===== config.mk =====
export PLATFORM = sky130hd
export DESIGN_NAME = loadable_down_counter_flat
export DESIGN_NICKNAME = d
export VERILOG_FILES = /design/src/rtl/loadable_down_counter_pkg.sv /design/src/rtl/loadable_down_counter_if.sv /design/src/rtl/loadable_down_counter.sv /design/src/flat_wrapper.sv
export SDC_FILE = /design/constraint.sdc
export NUM_CORES = 1
export LEC_CHECK = 0
export CAP_MARGIN = 10
export CORE_MARGIN = 4
export CORE_UTILIZATION = 31
export DETAILED_ROUTE_END_ITERATION = 10
export MAX_ROUTING_LAYER = met4
export PLACE_DENSITY = 0.64
export SYNTH_ARGS = -nofsm -noshare
export SYNTH_HDL_FRONTEND = slang
export SYNTH_SLANG_ARGS = --single-unit

===== constraint.sdc =====
create_clock -name clock -period 4.56 [get_ports clock]
set_input_delay 0.912 -clock clock [delete_from_list [all_inputs] [get_ports clock]]
set_output_delay 0.912 -clock clock [all_outputs]
set_load 0.02 [all_outputs]

===== src/rtl/loadable_down_counter_pkg.sv =====
// Shared definitions for the loadable down counter: state encoding and default width.
package loadable_down_counter_pkg;

    localparam int DEFAULT_WIDTH = 4;

    typedef enum logic [1:0] {
        IDLE = 2'b00,
        RUN  = 2'b01,
        DONE = 2'b10
    } state_t;

endpackage


===== src/rtl/loadable_down_counter_if.sv =====
// Load handshake, run controls and status outputs of the loadable down counter.
interface loadable_down_counter_if
    import loadable_down_counter_pkg::*;
#(
    parameter int WIDTH = DEFAULT_WIDTH
);

    logic             load_valid;
    logic             load_ready;
    logic [WIDTH-1:0] load_value;
    logic             enable;
    logic             auto_reload;
    logic             stop;
    logic [WIDTH-1:0] count;
    logic             tc;
    logic             busy;
    logic             done;

    modport master (
        output load_valid,
        output load_value,
        output enable,
        output auto_reload,
        output stop,
        input  load_ready,
        input  count,
        input  tc,
        input  busy,
        input  done
    );

    modport slave (
        input  load_valid,
        input  load_value,
        input  enable,
        input  auto_reload,
        input  stop,
        output load_ready,
        output count,
        output tc,
        output busy,
        output done
    );

endinterface


===== src/rtl/loadable_down_counter.sv =====
// Programmable down-counting timer with valid/ready load, one-cycle terminal-count
// pulse and optional auto-reload.
module loadable_down_counter
    import loadable_down_counter_pkg::*;
#(
    parameter int WIDTH = DEFAULT_WIDTH
)
(
    input  logic                    clock,
    input  logic                    Reset,
    loadable_down_counter_if.slave  bus
);

    state_t           r_state;
    logic [WIDTH-1:0] r_count;
    logic [WIDTH-1:0] r_reload;
    logic             r_tc;

    // tc defaults low every cycle so it can only ever be a single-cycle pulse
    // unless a fresh terminal event re-arms it.
    always_ff @(posedge clock or negedge Reset) begin
        if (!Reset) begin
            r_state  <= IDLE;
            r_count  <= '0;
            r_reload <= '0;
            r_tc     <= 1'b0;
        end else begin
            r_tc <= 1'b0;
            case (r_state)
                IDLE, DONE: begin
                    if (bus.load_valid) begin
                        r_count  <= bus.load_value;
                        r_reload <= bus.load_value;
                        if (bus.load_value != '0) begin
                            r_state <= RUN;
                        end else begin
                            r_state <= DONE;
                            r_tc    <= 1'b1;
                        end
                    end
                end
                RUN: begin
                    // Decrement stops at 1 so the counter can never underflow.
                    if (bus.stop) begin
                        r_state <= IDLE;
                    end else if (bus.enable) begin
                        if (r_count > WIDTH'(1)) begin
                            r_count <= r_count - WIDTH'(1);
                        end else if (bus.auto_reload) begin
                            r_count <= r_reload;
                            r_tc    <= 1'b1;
                        end else begin
                            r_count <= '0;
                            r_tc    <= 1'b1;
                            r_state <= DONE;
                        end
                    end
                end
                default: begin
                    r_state <= IDLE;
                end
            endcase
        end
    end

    assign bus.count      = r_count;
    assign bus.tc         = r_tc;
    assign bus.busy       = (r_state == RUN);
    assign bus.done       = (r_state == DONE);
    assign bus.load_ready = (r_state == IDLE) || (r_state == DONE);

endmodule


===== src/flat_wrapper.sv =====
// flat-port wrapper written by rule: the top's interface ports become plain ports
module loadable_down_counter_flat import loadable_down_counter_pkg::*;
#(
    parameter int WIDTH = DEFAULT_WIDTH
)
  (clock, Reset, bus_load_valid, bus_load_value, bus_enable, bus_auto_reload, bus_stop, bus_load_ready, bus_count, bus_tc, bus_busy, bus_done);
  loadable_down_counter_if #(.WIDTH(WIDTH)) bus_i ();
  input  logic clock;
  input  logic Reset;
  input wire logic [$bits(bus_i.load_valid)-1:0] bus_load_valid;
  input wire logic [$bits(bus_i.load_value)-1:0] bus_load_value;
  input wire logic [$bits(bus_i.enable)-1:0] bus_enable;
  input wire logic [$bits(bus_i.auto_reload)-1:0] bus_auto_reload;
  input wire logic [$bits(bus_i.stop)-1:0] bus_stop;
  output wire logic [$bits(bus_i.load_ready)-1:0] bus_load_ready;
  output wire logic [$bits(bus_i.count)-1:0] bus_count;
  output wire logic [$bits(bus_i.tc)-1:0] bus_tc;
  output wire logic [$bits(bus_i.busy)-1:0] bus_busy;
  output wire logic [$bits(bus_i.done)-1:0] bus_done;
  assign bus_i.load_valid = bus_load_valid;
  assign bus_i.load_value = bus_load_value;
  assign bus_i.enable = bus_enable;
  assign bus_i.auto_reload = bus_auto_reload;
  assign bus_i.stop = bus_stop;
  assign bus_load_ready = bus_i.load_ready;
  assign bus_count = bus_i.count;
  assign bus_tc = bus_i.tc;
  assign bus_busy = bus_i.busy;
  assign bus_done = bus_i.done;
  loadable_down_counter #(.WIDTH(WIDTH)) u_core (.clock(clock), .Reset(Reset), .bus(bus_i));
endmodule

# Word level (Yosys, flattened, before mapping)
# Cells that the tools add are included.
dict set report word_totals {
  register_bits 11
  inputBits 10
  out_inout_bits 8
}
dict set report classes {
  addsub 1
  order_cmp 1
  n_eq_ne 8
  muxes 19
  reduce_logical 8
}
# operator n
set ops {}
lappend ops {{$mux 4} 5}
lappend ops {{$mux 2} 6}
lappend ops {{$ne 3x3->1 const B} 3}
lappend ops {{$pmux 4 s2} 1}
lappend ops {{$reduce_and 4->1} 2}
lappend ops {{$ne 2x2->1 const B} 3}
lappend ops {{$mux 1} 5}
lappend ops {{$gt 4x1->1 const B} 1}
lappend ops {{$pmux 2 s2} 1}
lappend ops {{$reduce_bool 4->1} 1}
lappend ops {{$sub 4x1->4 const B} 1}
lappend ops {{$eq 2x1->1 const B} 1}
lappend ops {{$eq 2x2->1 const B} 1}
lappend ops {{$logic_not 2->1} 1}
lappend ops {{$pmux 1 s2} 1}
lappend ops {{$reduce_and 2->1} 1}
lappend ops {{$reduce_bool 2->1} 1}
lappend ops {{$reduce_or 2->1} 1}
lappend ops {{$logic_or 1x1->1} 1}

# Longest topological paths before layout
dict set report logic_depth {
  depth_word 5
  depth_mapped 6
  ltp_nobuf 6
}

# Least setup slack after synthesis
# Ideal clock, no wire load.
dict set report synth_path {
  path_kind {input to register}
  from {input port bus_stop}
  to {register u_core.r_count[0] (netlist: u_core.bus.count[0])}
  setup_time_ns 0.127
  arrival_ns 1.619
  required_time_ns 4.433
  setup_slack_ns 2.814
  path_stages 4
  path_buffers 0
  cell_sequence {nand4bb_1 > and2_1 > a41oi_1 > o22ai_1}
}
dict set report synth_between {
  elab_chain_len 2
}
# item line
set synth_rtl {}
lappend synth_rtl {{start, declared} flat_wrapper.sv:14} ;# input wire logic [$bits(bus_i.stop)-1:0] bus_stop;
lappend synth_rtl {{$ne 2x2->1 (no line)} -}
lappend synth_rtl {{$reduce_and 4->1 (no line)} -}
lappend synth_rtl {{end signal, assigned} loadable_down_counter.sv:32} ;# r_count <= bus.load_value;
lappend synth_rtl {{end signal, assigned} loadable_down_counter.sv:48} ;# r_count <= r_count - WIDTH'(1);
lappend synth_rtl {{end signal, assigned} loadable_down_counter.sv:50} ;# r_count <= r_reload;
lappend synth_rtl {{end, declared} loadable_down_counter.sv:15} ;# logic [WIDTH-1:0] r_count;
# Every way passes these cells.
# A chain may end at the register's enable or synchronous reset.

# Worst setup path after layout
dict set report layout_path {
  from {register u_core.r_state[1]}
  to {output port bus_busy}
}
dict set report layout_between {
  elab_chain_len 1
}
# item line
set layout_rtl {}
lappend layout_rtl {{start, declared} loadable_down_counter.sv:14} ;# state_t r_state;
lappend layout_rtl {{start signal, assigned} loadable_down_counter.sv:23} ;# r_state <= IDLE;
lappend layout_rtl {{start signal, assigned} loadable_down_counter.sv:35} ;# r_state <= RUN;
lappend layout_rtl {{start signal, assigned} loadable_down_counter.sv:37} ;# r_state <= DONE;
lappend layout_rtl {{$eq 2x1->1} loadable_down_counter.sv:68} ;# assign bus.busy = (r_state == RUN);
lappend layout_rtl {{end, declared} flat_wrapper.sv:18} ;# output wire logic [$bits(bus_i.busy)-1:0] bus_busy;
# Every way passes these cells.

==> out/qor.yml <==
sta:
  hold_violations: 0
  relSlewSlack_pct: 65.94
  tightest_slew_ns: 0.5062
  finalMaxSlewViolations: 0
  period_needed_ns: 2.565
  fin_crit_sh_pct: 56.25
  max_freq_mhz: 389.8
  setup-tns-final_ns: 0
  clock_skew_ns: 0.002188
  setup_viol: 0
  rsz0062_at_grt: "false"
die:
  die-area_um2: 2824
  die_width_um: 53.15
  io_pins: 18
  row_count: 16
  core_um2: 1942
  die_y_um: 53.15
  initial_core_util_pct: 32.54
synth:
  ys_ff_latch: 11
  synth_fa_ha_area_share_pct: 3.960
  synthMuxAreaShare_pct: 3.366
  synth_top_family_by_area: "simple AND/OR/NAND/NOR gates"
  ys_warn_count: 0
  synth_area_um2: 631.9
  synth_cells: 69
  yosys.area_share.simple_pct: 26.14
  seq_area_frac_synth_pct: 43.56
  post_synth_xor_area_fraction_pct: 0
  synth_compound_area_share_pct: 18.81
  syn_area_per_cell_um2: 9.157
  syn_nets: 81
  ys_types: 31
clock_network:
  postCtsSetupBuffers: 0
  clkSinkCount: 11
  cts_made_buffers: 3
  h-tree-depth: 1
  root_buffer: "clkbuf_4"
  cts.repair.resized: 0
  cts_hold_buf: 0
  cts.reportedPaths.clkPinSlew_ns: 0.07
  cts_buffer_depth: 2
  clk-insertion-delay-late_ns: 0.27
  cts_tree: "done"
global_route:
  first_global_vias: 570
  grt.total_usage_pct: 11.58
  gr-total-overflow: 0
  antenna_found_initial: 0
  grt_max_degree: 12
  grt_first_pass_wirelength_um: 2339
layout:
  num-fill-cells: 204
  n_antenna_cell: 0
  drive_above_1_share_pct: 7.778
  layout.nets: 103
  area_delta_synth_final_pct: 36.44
  fin_area_um2: 862.1
routing:
  routedWlPerCell_um: 12.58
  finalWirelength_um: 1472
  dr.pass1.iters: 4
  drt_iter0_markers: 13
  routed_via_density: 5.214
  ant_nets: 0
  drcViolationCount: 0
  route.vias.total: 610
setup_path:
  crit_arrival_ns: 1.65
  worstPathMaxFanout: 7
  r2r-start: "u_core.bus.count[0]$_DFFE_PN0P_"
  cp-startpoint: "u_core.r_state[1]$_DFFE_PN0P_"
  r2r_slack_ns: 2.86
  cp.required_ns: 3.65
  worstSetupPathType: "reg -> out"
  critPathCaptureType: "primary output"
  start_kind: "flop"
power:
  leakagePower_nw: 0.3779
  ir_drop_mv: 0.2295
  finalPower_mw: 0.4804
  power_density_nw_per_um2: 557.3
place:
  io_buffers: 17
  dp_hpwl_um: 1178
  post_dp_cell_area_um2: 835.8
  finalWeightedCongestion: 0.7796
run:
  drv_cap: 0
outcome:
  status: "finished clean"
hold_path:
  hold_path.startpoint: "u_core.r_reload[3]$_DFFE_PN0P_"
  hp-class: "reg -> reg"
[synthesized netlist by cell type]
library cell  count  share of area [%]
nand4bb_1         1                1.8
mux2_2            1                1.8
o211ai_1          1                1.2
a31oi_1           1               0.99
o31a_1            2                2.8
nand3b_1          1                1.2
a32o_1            1                1.6
a2111oi_0         1                1.4
nor2_2            1               0.99
nand2b_1          1               0.99
and2_1            1               0.99
o2bb2ai_1         1                1.4
a311o_1           1                1.6
ha_1              2                4.0
nor2_1            2                1.2
nand2_1          17                 10
and3b_1           1                1.4
inv_1             7                4.2
o31ai_1           1                1.2
nor2b_1           2                2.0
nor3_2            1                1.6
o22ai_1           1               0.99
nand2b_2          1                1.4
nor3_1            2                1.6
dfrtp_1          11                 44
a41oi_1           1                1.4
a311oi_1          1                1.4
nor4_1            1               0.99
mux2i_1           1                1.6
o32ai_1           1                1.4
o21ai_0           2                1.6
[worst paths after layout]
kind / endpoint / cells after the start
setup / recovery: bus_busy / 3
hold / removal: u_core.r_reload[3]$_DFFE_PN0P_ / 2
max in group asynchronous: u_core.r_reload[0]$_DFFE_PN0P_ / 1
min in group asynchronous: u_core.r_state[1]$_DFFE_PN0P_ / 1
setup reg to reg: u_core.bus.count[1]$_DFFE_PN0P_ / 6
hold reg to reg: u_core.r_reload[3]$_DFFE_PN0P_ / 2
[through the flow]
| step | setup WS (ns) | hold slack [ns] | std cells | utilization (%) |
|---|---|---|---|---|
| 6_report | 1.995 | 0.4894 | 117 | 44.39 |
| 5_1_grt | 1.913 | 0.5256 | 117 | 44.39 |
| 4_1_cts | 1.991 | 0.4893 | 117 | 44.39 |
| 3_5_place_dp | 2.253 | 0.4730 | 113 | 43.04 |
| 3_3_place_gp | 2.285 | 0.4668 | 113 | 43.04 |
| 2_1_floorplan | 2.814 | 0.4460 | 69 | - |
[final cells by class]
class / instances / area [um2] / share of cell area [%]
flip-flops and latches: 11 / 275.3 / 31.93
repair buffers: 17 / 170.2 / 19.74
inverters: 7 / 26.28 / 3.048
multi-input cells: 51 / 330.3 / 38.32
clock buffers: 4 / 26.28 / 3.048
well taps: 27 / 33.78 / 3.919
[state kept, by name (all words and copies together), names as in the netlist]
name              cells
u_core.bus.tc         1
u_core.bus.count      4
u_core.r_state        2
u_core.r_reload       4
[power by group]
group | switching [mW] | internal, mW
clock | 0.0333 | 0.0338
combinational | 0.127 | 0.117
sequential | 0.0409 | 0.128
total | 0.201 | 0.279
[kinds of logic (layout without fill, tap and decap cells)]
| group | Yosys count | in the layout |
|---|---|---|
| and+or+nand+nor | 32 | 32 |
| DFF | 11 | 11 |
| AOI/OAI and AO/OA | 15 | 15 |
| buffers and inverters | 7 | 28 |
| adders and majority gates | 2 | 2 |
| muxes | 2 | 2 |
[worst max-delay path, stage by stage (launching register included)]
cell             delay, ns
dfrtp_1               0.40
nand2b_2              0.25
inv_1                 0.13
clkdlybuf4s50_1       0.61
[layout by cell type, fill, tap and decap left out, drive strengths merged, types with 2 or more instances in the layout]
| cell | synthesis | routed |
|---|---|---|
| o21ai | 2 | 2 |
| nand2b | 2 | 2 |
| clkbuf | 0 | 4 |
| clkdlybuf4s50 | 0 | 17 |
| nand2 | 17 | 17 |
| dfrtp | 11 | 11 |
| ha | 2 | 2 |
| nor3 | 3 | 3 |
| nor2b | 2 | 2 |
| inv | 7 | 7 |
| o31a | 2 | 2 |
| nor2 | 3 | 3 |
[layer usage]
metal | track usage (%) | part of all wire [%] | vias up
met4 | 2.553 | 1.6 | 0
met1 | 14.06 | 45 | 284
met3 | 2.535 | 6.7 | 6
met5 | - | 0 | -
li1 | - | - | 295
met2 | 19.63 | 46 | 25
No activity file was read; power rests on OpenSTA's default activity.
